## src/rtl/fetch_queue.sv

```systemverilog
// fetch_queue: instruction prefetch FIFO owning the fetch PC; head valid 2 cycles after issue (1 with FETCH_BYPASS_EN).
// Backpressure: dec_stall holds the head; fetch stops once count + inflight reaches DEPTH.
module fetch_queue #(
    parameter int                DEPTH    = 4,
    parameter int                ADDR_W   = 16,
    parameter int                INSTR_W  = 16,
    parameter logic [ADDR_W-1:0] RESET_PC = '0,
    parameter int                PC_STEP  = 4
) (
    input  logic                     clk,
    input  logic                     reset,
    output logic                     imem_req,
    output logic [ADDR_W-1:0]        imem_addr,
    input  logic [INSTR_W-1:0]       imem_data,
    input  logic                     redirect,
    input  logic [ADDR_W-1:0]        redirect_pc,
    input  logic                     dec_stall,
    output logic                     instr_valid,
    output logic [INSTR_W-1:0]       instr,
    output logic [ADDR_W-1:0]        instr_pc,
    output logic [$clog2(DEPTH):0]   count
);

    localparam int                PW      = $clog2(DEPTH);
    localparam int                CW      = PW + 1;
    localparam logic [CW:0]       DEPTH_V = (CW+1)'(DEPTH);
    localparam logic [ADDR_W-1:0] STEP_V  = ADDR_W'(PC_STEP);

    logic [ADDR_W-1:0]  fetchPc;
    logic [ADDR_W-1:0]  inflightPc;
    logic               inflight;
    logic [PW-1:0]      rdPtr;
    logic [PW-1:0]      wrPtr;
    logic [CW-1:0]      cnt;
    logic [INSTR_W-1:0] instrMem [DEPTH];
    logic [ADDR_W-1:0]  pcMem [DEPTH];

    logic               push;
    logic               pop;
    logic               bypassHit;
    logic               storePush;
    logic               fifoPop;
    logic               fifoValid;
    logic [CW:0]        reserved;

    // Space is reserved at issue time, so a push can never find the FIFO full.
    always_comb begin
        reserved = {1'b0, cnt} + {{CW{1'b0}}, inflight};
        imem_req = !reset && !redirect && (reserved < DEPTH_V);
    end

    assign imem_addr = fetchPc;
    assign count     = cnt;
    assign push      = inflight & !redirect & !reset;
    assign fifoValid = (cnt != '0);

`ifdef FETCH_BYPASS_EN
    assign bypassHit = !fifoValid & push;
`else
    assign bypassHit = 1'b0;
`endif

    always_comb begin
        instr_valid = fifoValid | bypassHit;
        instr       = '0;
        instr_pc    = '0;
        if (fifoValid) begin
            instr    = instrMem[rdPtr];
            instr_pc = pcMem[rdPtr];
        end else if (bypassHit) begin
            instr    = imem_data;
            instr_pc = inflightPc;
        end
    end

    // A bypassed entry popped on arrival never touches storage.
    assign pop       = instr_valid & !dec_stall & !redirect;
    assign fifoPop   = pop & !bypassHit;
    assign storePush = push & !(bypassHit & pop);

    always_ff @(posedge clk) begin
        if (storePush) begin
            instrMem[wrPtr] <= imem_data;
            pcMem[wrPtr]    <= inflightPc;
        end
    end

    always_ff @(posedge clk) begin
        if (reset) begin
            fetchPc    <= RESET_PC;
            inflightPc <= '0;
            inflight   <= 1'b0;
            rdPtr      <= '0;
            wrPtr      <= '0;
            cnt        <= '0;
        end else if (redirect) begin
            fetchPc  <= redirect_pc;
            inflight <= 1'b0;
            rdPtr    <= '0;
            wrPtr    <= '0;
            cnt      <= '0;
        end else begin
            inflight <= imem_req;
            if (imem_req) begin
                inflightPc <= fetchPc;
                fetchPc    <= fetchPc + STEP_V;
            end
            if (storePush) wrPtr <= wrPtr + PW'(1);
            if (fifoPop)   rdPtr <= rdPtr + PW'(1);
            cnt <= cnt + CW'(storePush) - CW'(fifoPop);
        end
    end

endmodule

```

## config.mk

```make
export PLATFORM = sky130hd
export DESIGN_NAME = fetch_queue
export DESIGN_NICKNAME = d
export VERILOG_FILES = /design/src/rtl/fetch_queue.sv
export SDC_FILE = /design/constraint.sdc
export NUM_CORES = 1
export LEC_CHECK = 0
export CORE_UTILIZATION = 59
export CTS_CLUSTER_DIAMETER = 200
export CTS_CLUSTER_SIZE = 8
export DETAILED_ROUTE_END_ITERATION = 16
export PLACE_DENSITY = 0.85
export SLEW_MARGIN = 20
export SYNTH_ARGS = -nofsm -noshare
export SYNTH_HDL_FRONTEND = slang
export SYNTH_SLANG_ARGS = --single-unit
export TNS_END_PERCENT = 1
```

## constraint.sdc

```tcl
create_clock -name clk -period 7.3 [get_ports clk]
set_input_delay 1.825 -clock clk [delete_from_list [all_inputs] [get_ports clk]]
set_output_delay 1.825 -clock clk [all_outputs]
set_load 0.01 [all_outputs]
```

; ---- After elaboration in Yosys (flattened, before gate mapping)
; Memory sizes are Yosys's and may differ from the RTL's. A register that Yosys moved wholly into a read port is not among the register bits.
; Cells that the tools add are included.
[word_totals]
regBits = 40
ramBits = 128
input_bits = 36
output_inout_bits = 53
wordCells = 39
memories = 2
[mem_list]
columns = name, words, word_bits, read_ports, rd_ports_with_merged_regs, wr, line_no
row1 = instrMem, 4, 16, 1, 1, 1, 35  ; logic [INSTR_W-1:0] instrMem [DEPTH];
row2 = pcMem, 4, 16, 1, 1, 1, 36  ; logic [ADDR_W-1:0] pcMem [DEPTH];
[op_classes]
add_sub_neg = 6
order_cmp = 1
mux = 10
bitwise = 5
n_reduce_logical = 9
[ops]
columns = operator, n
row1 = $mux W16, 4
row2 = $add A16 B3 Y16 const B, 1
row3 = $mux W2, 4
row4 = $add A2 B1 Y2 const B, 2
row5 = $add A3 B1 Y4, 1
row6 = $and A1 B1 Y1, 4
row7 = $lt A4 B3 Y1 const B, 1
row8 = $add A3 B1 Y3, 1
row9 = $logic_not A1 Y1, 3
row10 = $reduce_bool A3 Y1, 1
row11 = $sub A3 B1 Y3, 1
row12 = $logic_and A1 B1 Y1, 2
row13 = $mux W1, 2
row14 = $reduce_and A2 Y1, 1
row15 = $reduce_bool A2 Y1, 1
row16 = $reduce_or A2 Y1, 1
row17 = $not A1 Y1, 1

; ---- Longest topological paths before layout
[logic_depth]
ltp_word = 5
mapped_depth = 11
depth_no_buf = 9

; ---- Worst setup path before layout
; No wires, ideal clock.
[synth_timing]
path_kind = in2out
from = input port reset
to = output port imem_req
arrival_time_ns = 2.764
required_time_ns = 5.475
setup_slack_ns = 2.711
cell_stages = 5
path_buffers = 3
cell_sequence = clkbuf_1 -> or2_2 -> clkbuf_1 -> clkbuf_1 -> nor2_1
[synth_between]
elab_chain_cells = 3
[synth_lines]
columns = element, line_no
row1 = start: declaration, 11  ; input logic reset,
row2 = $logic_not A1 Y1, 49  ; imem_req = !reset && !redirect && (reserved < DEPTH_V);
row3 = $logic_and A1 B1 Y1 (2 in a row), 49
row4 = end: declaration, 12  ; output logic imem_req,
; Every way passes these cells.

; ---- Final worst setup path
[layout_timing]
from = input port redirect
to = output port imem_req
[layout_between]
elab_chain_cells = 3
[layout_lines]
columns = element, line_no
row1 = start: declaration, 15  ; input logic redirect,
row2 = $logic_not A1 Y1, 49
row3 = $logic_and A1 B1 Y1 (2 in a row), 49
; Every way passes these cells.

==> impl_metrics.ini <==
[placement]
post_dp_cell_area_um2 = 7777
dpl.hpwl_um = 7598
place.gp.congestion = 0.8460
io_buffers = 88

[synthesis]
synth_top_area_frac = 0.5676
synth_flop_cell = edfxtp_1
yosys_warnings = 0
yosysUniqueCellTypes = 36
synth-seq-cells = 170
syn_inst = 432
avgSynthCellArea_um2 = 15.67
synthesis.nets = 477
async_reset_ff_frac = 0
synthTopCellsByArea = edfxtp_1, dfxtp_1, mux4_2
synth_top_cell_by_area = edfxtp_1
synth_edf_count = 128
yosysSeqAreaShare = 0.6918
synth_area_um2 = 6771

[sta]
final-hold-violation-count = 0
finalMaxSlewViolations = 0
grt_setup_unrepaired = false
period_share = 0.7720
fin_skew_ns = 0.009912
maxSlewHeadroom = 0.5746
max_freq_mhz = 177.5
fin_setup_tns_ns = 0
worstMarginPinSlew_ns = 0.6380
setup_viol = 0
period_minus_slack_ns = 5.635

[clock_network]
cts.path.max_buffers = 2
clk_pin_slew_ns = 0.06
clk_latency_ns = 0.42
postCtsSetupRepairBufs = 0
cts_htree_levels = 4
cts_num_sinks = 170
holdBufCountCts = 0
cts_tree = done
post_cts_resized = 0
numCtsBuffers = 17
cts-root-buf = clkbuf_16

[critical_path]
cp_max_fo = 26
required_ns = 5.48
arrival_ns = 3.81
path_class = in2out
crit_path_end_kind = primary output
startpoint_type = input port

[final_layout]
drive_gt1_frac = 0.1463
area_growth_pct = 24.11
mostFrequentLayoutCells = edfxtp_1, clkdlybuf4s50_1, dfxtp_1
fill_cells = 656
antenna_cells = 0
fin_area_um2 = 8404
mostFrequentLayoutCell = edfxtp_1
nets = 565

[floorplanning]
ios = 89
rows = 38
start_util = 0.6139
dieArea_um2 = 11910
die_w_um = 109.1
core_area_um2 = 11030
die_h_um = 109.1

[grt]
antenna_found_initial = 0
gr-total-overflow = 0
track_usage = 0.2439
grt_pass1_vias = 4156
grt_max_degree = 39
grt_pass1_wl_um = 20900

[route]
ant_nets = 0
first_pass_iters = 5
num_vias = 4063
drc = 0
wirelength_um = 13310
wire_per_inst_um = 19.77
via_per_inst = 6.037
first_iter_violations = 337

[pwr]
peakVddDrop_uv = 166.6
power_density_nw_per_um2 = 247.8
leakage_nw = 2.767

[min_path]
hp-class = reg2reg

[flow_run]
maxCapViolations = 0

[outcome]
status = complete, no violations
-- flip-flops by register name, indices dropped and copies added, names as in the netlist, named ones only --
signal / flops
count: 3
imem_addr: 16
inflight: 1
inflightPc: 16
instrMem: 64
pcMem: 64
rdPtr: 2
wrPtr: 2
-- per-stage QoR --
| stage | std cells | hold slack, ns | setup slack (ns) | utilization | total power, mW |
|---|---|---|---|---|---|
| 2_1_floorplan | 432 | 0.4538 | 2.711 | - | 1.119 |
| 3_3_place_gp | 641 | 0.4698 | 1.690 | 0.7051 | 1.168 |
| 3_5_place_dp | 641 | 0.4890 | 1.653 | 0.7051 | 1.171 |
| 4_1_cts | 673 | 0.4943 | 1.648 | 0.7618 | 2.094 |
| 5_1_grt | 673 | 0.5212 | 1.530 | 0.7619 | 2.138 |
| 6_report | 673 | 0.5023 | 1.665 | 0.7619 | 2.083 |
-- path summary, 6_finish.rpt --
kind,startpoint,endpoint,slack (ns),cells after the start
worst max-delay path,redirect,imem_req,1.66,4
worst min-delay path,inflightPc[8],pcMem[1][8],0.50,0
worst max register to register,count[1],count[2],4.90,10
worst min register to register,inflightPc[8],pcMem[1][8],0.50,0
-- worst max-delay path, stage by stage --
cell and delay [ns]:
clkdlybuf4s50_1 0.68, or2_2 0.60, nor2_1 0.15, clkdlybuf4s50_1 0.55
-- cell type report --
cell class,count,area (µm²),area share
inverter,9,33.78,0.004020
multi-input combinational,224,1928,0.2294
clock inverter,15,200.2,0.02382
timing repair buffer,98,955.9,0.1137
clock buffer,17,425.4,0.05062
sequential,170,4686,0.5575
tap,140,175.2,0.02084
-- Yosys cell counts (6+ instances only) --
library cell,number
and3_1,6
buf_2,6
mux4_2,32
nor2_1,22
ha_1,8
nand3_1,21
a21oi_1,17
clkbuf_1,21
nor2b_1,32
nand2_1,10
edfxtp_1,128
a311oi_1,10
dfxtp_1,42
o21ai_0,20
inv_1,9
-- per-layer routing --
metal | vias to the layer above | wire length (µm) | part of all wire | GRT usage
met5 | - | 0 | 0 | 0
met3 | 23 | 887 | 0.067 | 0.06216
met2 | 189 | 6817 | 0.51 | 0.4146
met1 | 1997 | 5365 | 0.40 | 0.3067
li1 | 1854 | - | - | -
met4 | 0 | 238 | 0.018 | 0.07819
-- logic make-up after synthesis --
logic type                 synth area share
AOI/OAI and AO/OA                   0.05802
and+or+nand+nor                     0.09073
DFF                                  0.6918
xor gates and xnor gates           0.006467
adders and majority gates           0.01774
buffers and inverters               0.02439
muxes                                0.1109
-- power breakdown --
group          switching [mW]  total (mW)  internal [mW]  leakage [nW]
Clock                   0.358       0.930          0.572         0.291
Combinational          0.0390      0.0863         0.0473         0.925
Sequential             0.0164        1.07           1.05          1.55
Total                   0.414        2.08           1.67          2.77
Note: power is estimated with default switching activity, not from simulation.
==> edit (config.mk and constraints unchanged) <==
Reset style: asynchronous (`reset`), changed in one clocked block.
--- a/src/rtl/fetch_queue.sv
+++ b/src/rtl/fetch_queue.sv
@@ -87,3 +87,3 @@
 
-    always_ff @(posedge clk) begin
+    always_ff @(posedge clk or posedge reset) begin
         if (reset) begin
Formal check against the unedited RTL: differs if reset is asserted again (counterexample within 4 cycles, from zero or initial values and one cycle with reset high); with reset held inactive, the same outputs for 4 cycles.
==> edit against the original RTL <==
Worst setup slack worse by 0.50 ns; sequential cell count down 2; hold slack better by 0.028 ns; final area up 1.4%; utilization down 1.6 points; area after synthesis up 2.1%; wire length up 2.2%; critical endpoint unchanged.
Power is not compared: it rests on default switching activity, and its combinational part moved more than twofold at a synthesized area within 25%.
==> edit: results (changes against the original RTL) <==
Run status
  • Status: completed (unchanged)

Yosys
  • Top cells by area, synth: edfxtp_1 56%, dfrtp_1 14%, mux4_2 10% (was edfxtp_1 57%, dfxtp_1 12%, mux4_2 11%)
  • Net Count, Synth: 436 (was 477)
  • Post-synthesis sequential area ratio: 70.0% (was 69.2%)
  • Top_reg_cell synth: edfxtp_1 (unchanged)
  • Netlist cell types: 44 (was 36)
  • Async SR Flop Fraction: 23.8% (was 0%)
  • Most common library cells after synthesis: 128 x edfxtp_1, 40 x dfrtp_1, 34 x nor2b_1, 32 x mux4_2, 15 x mux2_4 (was 128 x edfxtp_1, 42 x dfxtp_1, 32 x mux4_2, 32 x nor2b_1, 22 x nor2_1)

Critical path
  • FF-to-FF End: count[2] (unchanged)
  • Worst r2r src: count[1] (unchanged)
  • Worst-path fanout max: 24 (was 26)
  • Worst path arrival time: 4.31 ns (was 3.81 ns)

Timing
  • Tightest Pin Transition: 0.915 ns (was 0.638 ns)
  • Setup skew after layout: 0.00773 ns (was 0.00991 ns)
  • Final setup margin: 1.16 ns (was 1.66 ns)
  • Fin Hold WS: 0.530 ns (was 0.502 ns)

Global routing
  • Grt met1 use: 32.9% (was 30.7%)
  • Met2 usage in global routing: 38.6% (was 41.5%)
  • First-pass GRT wire length: 20900 um (about the same)
  • Met3 Usage GRT: 5.17% (was 6.22%)
  • GRT Overall Usage: 24.7% (was 24.4%)
  • Largest net degree at the start of global routing: 42 (was 39)
  • Vias in the first global route: 3882 (was 4156)

Worst hold path
  • Worst hold path startpoint: inflightPc[3] (was inflightPc[8])
  • Worst Hold Path EP: pcMem[1][3] (was pcMem[1][8])

Finish
  • FILL cells: 677 (was 656)
  • Fin nets: 526 (was 565)

Placed design
  • RD Place Congestion: 0.802 (was 0.846)
  • Dpl hpwl: 7750 um (was 7600 um)

Route
  • DR WL/cell: 21.4 um (was 19.8 um)
  • Iteration-0 DRC count of the detailed router: 211 (was 337)
  • Vias: 3834 (was 4063)
edit: changes by cell type after synthesis, moves of 7 or more:
cell and change:
mux2_4 +15, o21ai_0 -14, dfrtp_1 +40, a21oi_1 -16
clkbuf_1 -11, a311oi_1 -10, nor2_1 -9, a31oi_1 +7
nand3_1 -13, dfxtp_1 -42
edit: final cells by class:
type	count	share of cell area, %
clock buffers	19	5.08
flip-flops and latches	168	56.9
repair buffers	92	10.7
multi-input cells	192	22.7
well taps	143	2.10
clock inverters	13	2.10
inverters	10	0.441
edit: stage by stage:
| stage | instances | instance area (um^2) | power, W |
|---|---|---|---|
| 2_1_floorplan | 391 | 6920 | 0.00155 |
| 3_3_place_gp | 605 | 7910 | 0.00179 |
| 3_5_place_dp | 605 | 7910 | 0.00181 |
| 4_1_cts | 637 | 8520 | 0.00272 |
| 5_1_grt | 637 | 8520 | 0.00281 |
| 6_report | 637 | 8520 | 0.00271 |
edit: logic make-up after synthesis:
kind of cell | after synthesis | share of synthesized area, %
flops | 168 | 70.0
mux | 50 | 14.2
simple gates | 95 | 7.76
buf+inv | 31 | 2.13
fa+ha+maj | 9 | 1.74
xor+xnor | 3 | 0.380
compound gates | 35 | 3.78
edit: per-layer routing:
| metal | wire length (um) | part of all wire, % |
|---|---|---|
| met1 | 5550 | 41 |
| met2 | 6990 | 51 |
| met3 | 672 | 4.9 |
| met4 | 390 | 2.9 |
| met5 | 0 | 0 |
edit: power groups by stage:
stage	clock [W]	sequential [W]	combinational, W
after floorplan	0	0.00121	0.000334
after global placement	0	0.00123	0.000555
after detailed placement	0	0.00124	0.000567
after CTS	0.000922	0.00122	0.000575
after global routing	0.000959	0.00124	0.000613
final	0.000913	0.00123	0.000566
